### config.mk
export PLATFORM = sky130hd
export DESIGN_NAME = instruction_assembler
export DESIGN_NICKNAME = d
export VERILOG_FILES = /design/src/rtl/instruction_assembler.sv
export SDC_FILE = /design/constraint.sdc
export NUM_CORES = 1
export LEC_CHECK = 0
export CAP_MARGIN = 25
export CELL_PAD_IN_SITES_DETAIL_PLACEMENT = 0
export CELL_PAD_IN_SITES_GLOBAL_PLACEMENT = 1
export CORE_ASPECT_RATIO = 1.25
export CORE_MARGIN = 4
export CORE_UTILIZATION = 32
export DETAILED_ROUTE_END_ITERATION = 8
export GPL_ROUTABILITY_DRIVEN = 1
export PLACE_DENSITY_LB_ADDON = 0.1
export SLEW_MARGIN = 0
export SYNTH_ARGS = -nofsm -noshare
export SYNTH_HDL_FRONTEND = slang
export SYNTH_SLANG_ARGS = --single-unit
### constraint.sdc
create_clock -name clock -period 1.95 [get_ports clock]
set_input_delay 0.2925 -clock clock [delete_from_list [all_inputs] [get_ports clock]]
set_output_delay 0.2925 -clock clock [all_outputs]
set_load 0.02 [all_outputs]
### src/rtl/instruction_assembler.sv
// Assembles variable-length instructions from a byte stream into IR.
// Hands each complete instruction to a consumer with a valid/ready handshake.
module instruction_assembler #(
  parameter int BYTE_W    = 8,
  parameter int MAX_BYTES = 3
) (
  input  logic                        clock,
  input  logic                        reset,
  input  logic                        flush,
  input  logic [BYTE_W-1:0]           rom_byte,
  input  logic                        byte_valid,
  output logic                        byte_ready,
  input  logic [2:0]                  opcode_len,
  output logic [MAX_BYTES*BYTE_W-1:0] IR,
  output logic [2:0]                  ir_len,
  output logic                        ir_valid,
  input  logic                        ir_ready,
  output logic [2:0]                  byte_count
);

  localparam int IR_W = MAX_BYTES * BYTE_W;
  localparam logic [2:0] MAX_L = 3'(MAX_BYTES);

  typedef enum logic [1:0] {
    EMPTY   = 2'd0,
    COLLECT = 2'd1,
    HOLD    = 2'd2
  } state_t;

  state_t            r_state;
  logic [IR_W-1:0]   r_ir;
  logic [2:0]        r_tgt;
  logic [2:0]        r_cnt;
  logic              r_valid;

  logic [2:0]        w_tgt;
  logic [2:0]        w_slot;
  logic [2:0]        w_cnt_nx;
  logic              w_acc;

  // Length 0 means a bare opcode; anything longer than IR can hold is capped.
  always_comb begin
    w_tgt = opcode_len;
    if (opcode_len == 3'd0) w_tgt = 3'd1;
    else if (opcode_len > MAX_L) w_tgt = MAX_L;
  end

  assign w_acc    = byte_valid && byte_ready;
  assign w_cnt_nx = r_cnt + 3'd1;
  assign w_slot   = MAX_L - 3'd1 - r_cnt;

  always_ff @(posedge clock or posedge reset) begin
    if (reset) begin
      r_state <= EMPTY;
      r_ir    <= '0;
      r_tgt   <= '0;
      r_cnt   <= '0;
      r_valid <= 1'b0;
    end else if (flush) begin
      r_state <= EMPTY;
      r_ir    <= '0;
      r_tgt   <= '0;
      r_cnt   <= '0;
      r_valid <= 1'b0;
    end else begin
      unique case (r_state)
        EMPTY: begin
          if (w_acc) begin
            r_ir                      <= '0;
            r_ir[IR_W-1 -: BYTE_W]    <= rom_byte;
            r_cnt                     <= 3'd1;
            r_tgt                     <= w_tgt;
            if (w_tgt == 3'd1) begin
              r_state <= HOLD;
              r_valid <= 1'b1;
            end else begin
              r_state <= COLLECT;
            end
          end
        end
        COLLECT: begin
          if (w_acc) begin
            for (int s = 0; s < MAX_BYTES; s++) begin
              if (3'(s) == w_slot) r_ir[s*BYTE_W +: BYTE_W] <= rom_byte;
            end
            r_cnt <= w_cnt_nx;
            if (w_cnt_nx == r_tgt) begin
              r_state <= HOLD;
              r_valid <= 1'b1;
            end
          end
        end
        HOLD: begin
          if (ir_ready) begin
            r_state <= EMPTY;
            r_valid <= 1'b0;
            r_cnt   <= 3'd0;
          end
        end
        default: begin
          r_state <= EMPTY;
          r_valid <= 1'b0;
        end
      endcase
    end
  end

  assign byte_ready = (r_state != HOLD);
  assign IR         = r_ir;
  assign ir_len     = r_tgt;
  assign ir_valid   = r_valid;
  assign byte_count = r_cnt;

endmodule

==> results.sh, run 1 <==
export IMPL_core_um2=4835
export IMPL_syn_to_final_growth_pct=48.81
export IMPL_status="completed"
export IMPL_cp_arrival_ns=2.05
export IMPL_hold_class="input pin to asynchronous set/reset pin"
export IMPL_grtUsageMet3_pct=3.559
export IMPL_fp_dieW_um=71.84
export IMPL_numCtsBuffers=5
export IMPL_n_antenna_cell=0
export IMPL_stdcell_area_um2=2426
export IMPL_path_max_fanout=4
export IMPL_antenna_found_initial=0
export IMPL_cap_violations=0
export IMPL_seqPwrFrac_pct=29.3
export IMPL_port_buffers=47
export IMPL_use_met1_pct=14.41
export IMPL_end_kind="register"
export IMPL_ir_worst_vdd_mv=0.5562
export IMPL_clkTransAtPathRegs_ns=0.07
export IMPL_slew_viol_final=0
export IMPL_synthesis_nets=172
export IMPL_ys_seq_elements=33
export IMPL_io_pins=48
export IMPL_nNetsFinal=234
export IMPL_grt_max_degree=34
export IMPL_drc_errors=0
export IMPL_fin_crit_sh_pct=95.00
export IMPL_path_class="register to register"
export IMPL_cts_tree="yes"
export IMPL_fin_cells=272
export IMPL_totalWireLength_um=3914
export IMPL_netSwitchingFraction_pct=35.33
export IMPL_grt_use_total_pct=13.59
export IMPL_drt_wirelength_per_cell_um=14.39
export IMPL_grt_first_pass_wirelength_um=6499
export IMPL_postCtsSetupBuffers=0
export IMPL_cp_top_family="simple AND/OR/NAND/NOR gates"
export IMPL_start_kind="register"
export IMPL_cts_hold_fix_buffers=0
export IMPL_finalHoldViolCount=0
export IMPL_p_sw_mw=1.094
export IMPL_rsz0062_at_grt="no"
export IMPL_layout_common_cells="clkdlybuf4s50_1 (46), dfrtp_1 (33), inv_1 (16), mux2_2 (16), o21ai_0 (13)"
export IMPL_internal_power_mw=2.002
export IMPL_grt_pass1_vias=1380
export IMPL_dpl_instance_area_um2=2275
export IMPL_cts_root_buf="clkbuf_8"
export IMPL_ant_nets=0
export IMPL_drive_gt1_share_pct=21.70
export IMPL_synthFlopType="dfrtp_1"
export IMPL_slowest_stage="or4_1"
export IMPL_p_leak_nw=1.070
export IMPL_clk_latency_ns=0.28
export IMPL_core_rowCount=28
export IMPL_synth_distinct_cells=30
export IMPL_synthTopCellsByArea="dfrtp_1 (51%), mux2_2 (11%), ha_1 (5.4%)"
export IMPL_htree_levels=2
export IMPL_avgSynthCellArea_um2=10.94
export IMPL_period_minus_slack_ns=1.852
export IMPL_vias_per_cell=4.699
export IMPL_fin_tns_setup_ns=0
export IMPL_slew_headroom_pct=71.30
export IMPL_dieArea_um2=6308
export IMPL_max_freq_ghz=0.5398
export IMPL_yosysWarnings=0
export IMPL_yosysTopAreaCellShare_pct=50.65
export IMPL_vias=1278
export IMPL_cp_required_ns=2.15
export IMPL_postSynthCellCount=149
export IMPL_gr_max_usage_layer="met2"
export IMPL_cts_sinks=33
export IMPL_grtUsageMet2_pct=25.50
export IMPL_syn_area_um2=1630
export IMPL_synth_async_reset_ratio_pct=100.0
export IMPL_grt_overflow=0
export IMPL_skew_ns=0.001934
export IMPL_clkPwrFrac_pct=21.1
export IMPL_synth_edf_count=0
export IMPL_place_congestion=0.7898
export IMPL_ys_seq_area_share_pct=50.65
export IMPL_dieHeight_um=87.80
export IMPL_drtPass1Iterations=4
export IMPL_power_density_nw_per_um2=1276
export IMPL_worst_slew_pin_slew_ns=0.4305
export IMPL_layout_commonest_cell="clkdlybuf4s50_1"
export IMPL_start_util_pct=33.72
export IMPL_place_inst=264
export IMPL_hpwlAfterDp_um=3064
export IMPL_clockBufferDepth=2
export IMPL_drt_initial_drc_count=22
export IMPL_combPwrFrac_pct=49.6
export IMPL_slowest_delay_ns=0.46
export IMPL_finalSetupViolations=0
export IMPL_synth_top_cell_by_area="dfrtp_1"
export IMPL_crit_chain="inv_1, ha_1, or2_4, o21bai_4, o21ai_2, or4_1, a21oi_1"
export IMPL_cp_num_buf_inv=1
==> through the flow <==
stage | worst slack, ns | utilization (%) | hold slack (ns) | power, mW
6_report | 0.09755 | 50.18 | 0.4068 | 3.096
2_1_floorplan | 0.02541 | - | 0.3964 | 1.735
4_1_cts | 0.01458 | 49.43 | 0.4157 | 3.087
3_3_place_gp | 0.06539 | 47.05 | 0.4919 | 2.394
5_1_grt | 0.006806 | 50.18 | 0.4827 | 3.313
3_5_place_dp | 0.03623 | 47.05 | 0.4981 | 2.419
==> per-layer routing <==
layer  up-vias  wire (um)
li1        630          -
met1       607       1519
met2        34       2142
met3         7        184
met4         0         68
met5         -          0
==> kinds of logic (layout without fill, tap and decap cells) <==
family | after synthesis | in the layout | share of synthesized area, %
and+or+nand+nor | 38 | 38 | 13.20
adders and majority gates | 7 | 7 | 5.372
AOI/OAI and AO/OA | 31 | 31 | 12.43
DFF | 33 | 33 | 50.65
muxes | 16 | 16 | 11.05
xor gates and xnor gates | 4 | 4 | 2.610
buffers and inverters | 20 | 83 | 4.681
==> power by group through the flow <==
stage	combinational (mW)	sequential, mW	clock [mW]
floorplan	0.677	1.06	0
global placement	1.48	0.916	0
detailed placement	1.50	0.921	0
CTS	1.50	0.909	0.682
global route	1.66	0.927	0.723
finish	1.54	0.906	0.653
==> tightest hold or removal path, cell delays in order <==
cell             delay, ns
clkdlybuf4s50_1       0.39
inv_1                 0.05
buf_4                 0.38
==> cell usage after synthesis, types with 2 or more instances <==
cell and count:
dfrtp_1 33, inv_1 16, mux2_2 16, o21ai_0 13, and2_1 9, nand3b_1 8, nor2_1 8, a21oi_1 7
ha_1 7, nand2_1 6, clkbuf_1 3, a21oi_2 2, nor2b_1 2, o31ai_1 2, xnor2_1 2
==> cell type report <==
class	count	area, um^2
tap	60	75.07
clock inverter	1	30.03
fill	444	2409
inverter	16	60.06
timing repair buffer	59	584.3
multi-input combinational	96	764.5
clock buffer	7	86.33
sequential	33	825.8
==> worst paths after layout <==
path	from	end	slack [ns]	cells past startpoint
worst max-delay path	r_state[1]$_DFFE_PP0P_	byte_count[2]$_DFFE_PP0P_	0.1	7
worst min-delay path	reset	ir_valid$_DFFE_PP0P_	0.41	3
worst max register to register	r_state[1]$_DFFE_PP0P_	byte_count[2]$_DFFE_PP0P_	0.1	7
worst min register to register	IR[10]$_DFFE_PP0P_	IR[10]$_DFFE_PP0P_	0.51	1
max in group asynchronous	reset	IR[0]$_DFFE_PP0P_	1.24	3
min in group clock	IR[10]$_DFFE_PP0P_	IR[10]$_DFFE_PP0P_	0.51	1
==> flip-flops by register name (all words and copies together) (netlist names) <==
| name | count |
|---|---|
| byte_count | 3 |
| ir_valid | 1 |
| r_state | 2 |
| IR | 24 |
| ir_len | 3 |
==> repair_timing <==
item,CTS,global route
setup endpoints to repair,1,24
gates resized for setup,1,7
pin swaps,0,2
gates cloned,0,0
No activity file was read; power rests on OpenSTA's default activity.
==> run 2, diff against run 1 <==
==> constraint.sdc (replaced) <==
create_clock -name clock -period 1.95 [get_ports clock]
set_input_delay 0.39 -clock clock [delete_from_list [all_inputs] [get_ports clock]]
set_output_delay 0.39 -clock clock [all_outputs]
set_load 0.02 [all_outputs]
==> results.sh, run 2 (synthesis results as in run 1) <==
export IMPL_status="completed"
export IMPL_grt_max_degree=34
export IMPL_clkPwrFrac_pct=21.4
export IMPL_skew_ns=0.005322
export IMPL_end_kind="register"
export IMPL_post_route_util_pct=49.74
export IMPL_start_util_pct=33.72
export IMPL_place_inst=262
export IMPL_path_class="register to register"
export IMPL_fin_cells=271
export IMPL_port_buffers=47
export IMPL_rsz0062_at_grt="no"
export IMPL_drive_gt1_share_pct=23.22
export IMPL_core_rowCount=28
export IMPL_cp_top_family="simple AND/OR/NAND/NOR gates"
export IMPL_p_leak_nw=1.059
export IMPL_hold_class="input pin to asynchronous set/reset pin"
export IMPL_stdcell_area_um2=2405
export IMPL_dpl_worst_slack_ns=-0.1107
export IMPL_vias_per_cell=4.827
export IMPL_core_um2=4835
export IMPL_cts_sinks=33
export IMPL_power_density_nw_per_um2=1265
export IMPL_grt_use_total_pct=13.63
export IMPL_cp_required_ns=2.16
export IMPL_cts_root_buf="clkbuf_8"
export IMPL_ir_worst_vdd_mv=0.6339
export IMPL_dieHeight_um=87.80
export IMPL_clk_latency_ns=0.28
export IMPL_cts_tree="yes"
export IMPL_netSwitchingFraction_pct=36.21
export IMPL_cp_num_buf_inv=1
export IMPL_totalWireLength_um=3916
export IMPL_path_max_fanout=5
export IMPL_drc_errors=0
export IMPL_start_kind="register"
export IMPL_slowest_delay_ns=0.48
export IMPL_hpwlAfterDp_um=3008
export IMPL_worst_slew_pin_slew_ns=0.4224
export IMPL_combPwrFrac_pct=48.6
export IMPL_period_minus_slack_ns=1.876
export IMPL_layout_common_cells="clkdlybuf4s50_1 (46), dfrtp_1 (33), mux2_2 (16)"
export IMPL_p_sw_mw=1.102
export IMPL_slowest_stage="or4_4"
export IMPL_fp_dieW_um=71.84
export IMPL_max_freq_ghz=0.5330
export IMPL_vias=1308
export IMPL_grt_pass1_vias=1385
export IMPL_drtPass1Iterations=4
export IMPL_crit_chain="inv_2, ha_1, or2_4, o21bai_4, o21ai_4, or4_4, a21oi_2"
export IMPL_cp_arrival_ns=2.08
export IMPL_clockBufferDepth=2
export IMPL_layout_commonest_cell="clkdlybuf4s50_1"
export IMPL_slew_headroom_pct=71.84
export IMPL_internal_power_mw=1.940
export IMPL_finalHoldViolCount=0
export IMPL_dieArea_um2=6308
export IMPL_cap_violations=0
export IMPL_finalSetupViolations=0
export IMPL_drt_wirelength_per_cell_um=14.45
export IMPL_dpl_instance_area_um2=2235
export IMPL_seqPwrFrac_pct=30.0
export IMPL_io_pins=48
export IMPL_antenna_found_initial=0
export IMPL_nNetsFinal=233
export IMPL_place_congestion=0.8158
export IMPL_htree_levels=2
export IMPL_worst_slack_ns=0.07367
export IMPL_grt_overflow=0
export IMPL_fin_crit_sh_pct=96.22
export IMPL_numCtsBuffers=5
export IMPL_syn_to_final_growth_pct=47.51
export IMPL_p_total_mw=3.042
export IMPL_clkTransAtPathRegs_ns=0.07
export IMPL_largest_reg_flops=24
export IMPL_n_antenna_cell=0
export IMPL_grt_first_pass_wirelength_um=6568
export IMPL_slew_viol_final=0
export IMPL_cts_hold_fix_buffers=0
export IMPL_ant_nets=0
export IMPL_drt_initial_drc_count=41
==> run 2: timing repair <==
action | in CTS | in global routing
endpoints found under the setup margin | 2 | 28
pin swaps | 1 | 3
gates resized for setup | 1 | 13
buffers inserted | 1 | 0
endpoints found under the hold margin | 0 | 0
==> run 2: final cells by class <==
type,instances,area [um^2]
repair buffers,58,551.8
multi-input cells,96,775.7
well taps,60,75.07
fillers,456,2430
clock buffers,7,86.33
flip-flops and latches,33,825.8
inverters,16,60.06
clock inverters,1,30.03
==> run 2: layer usage <==
layer	up-vias	global-route usage (%)	routed length [um]
met5	-	0	0
met2	38	26.00	2152
met3	7	4.133	213
met1	637	13.53	1483
li1	626	-	-
met4	0	5.641	68
==> run 2: metrics by stage <==
| stage | TNS, ns | hold WS (ns) |
|---|---|---|
| finish | 0 | 0.5004 |
| global placement | -0.8095 | 0.4899 |
| floorplan | 0 | 0.4939 |
| global route | 0 | 0.5316 |
| CTS | 0 | 0.5153 |
| detailed placement | -1.386 | 0.5001 |
==> run 2: final timing paths <==
path / endpoint / cells past startpoint / slack, ns / from
worst max-delay path: byte_count[2]$_DFFE_PP0P_ / 7 / 0.07 / r_state[1]$_DFFE_PP0P_
worst min-delay path: IR[17]$_DFFE_PP0P_ / 3 / 0.50 / reset
worst max register to register: byte_count[2]$_DFFE_PP0P_ / 7 / 0.07 / r_state[1]$_DFFE_PP0P_
worst min register to register: IR[15]$_DFFE_PP0P_ / 1 / 0.51 / IR[15]$_DFFE_PP0P_
max in group asynchronous: byte_count[1]$_DFFE_PP0P_ / 3 / 1.14 / reset
min in group clock: IR[15]$_DFFE_PP0P_ / 1 / 0.51 / IR[15]$_DFFE_PP0P_
==> run 2: power by group through the flow <==
stage	combinational (mW)	clock, mW	sequential [mW]
finish	1.48	0.650	0.912
global route	1.62	0.710	0.931
CTS	1.39	0.674	0.914
detailed placement	1.39	0	0.924
global placement	1.38	0	0.916
floorplan	0.677	0	1.06
==> run 2: worst reg2reg max path: stages (launching register included) <==
cell and delay (ns):
dfrtp_1 0.38, inv_2 0.07, ha_1 0.22, or2_4 0.28
o21bai_4 0.15, o21ai_4 0.09, or4_4 0.48, a21oi_2 0.13
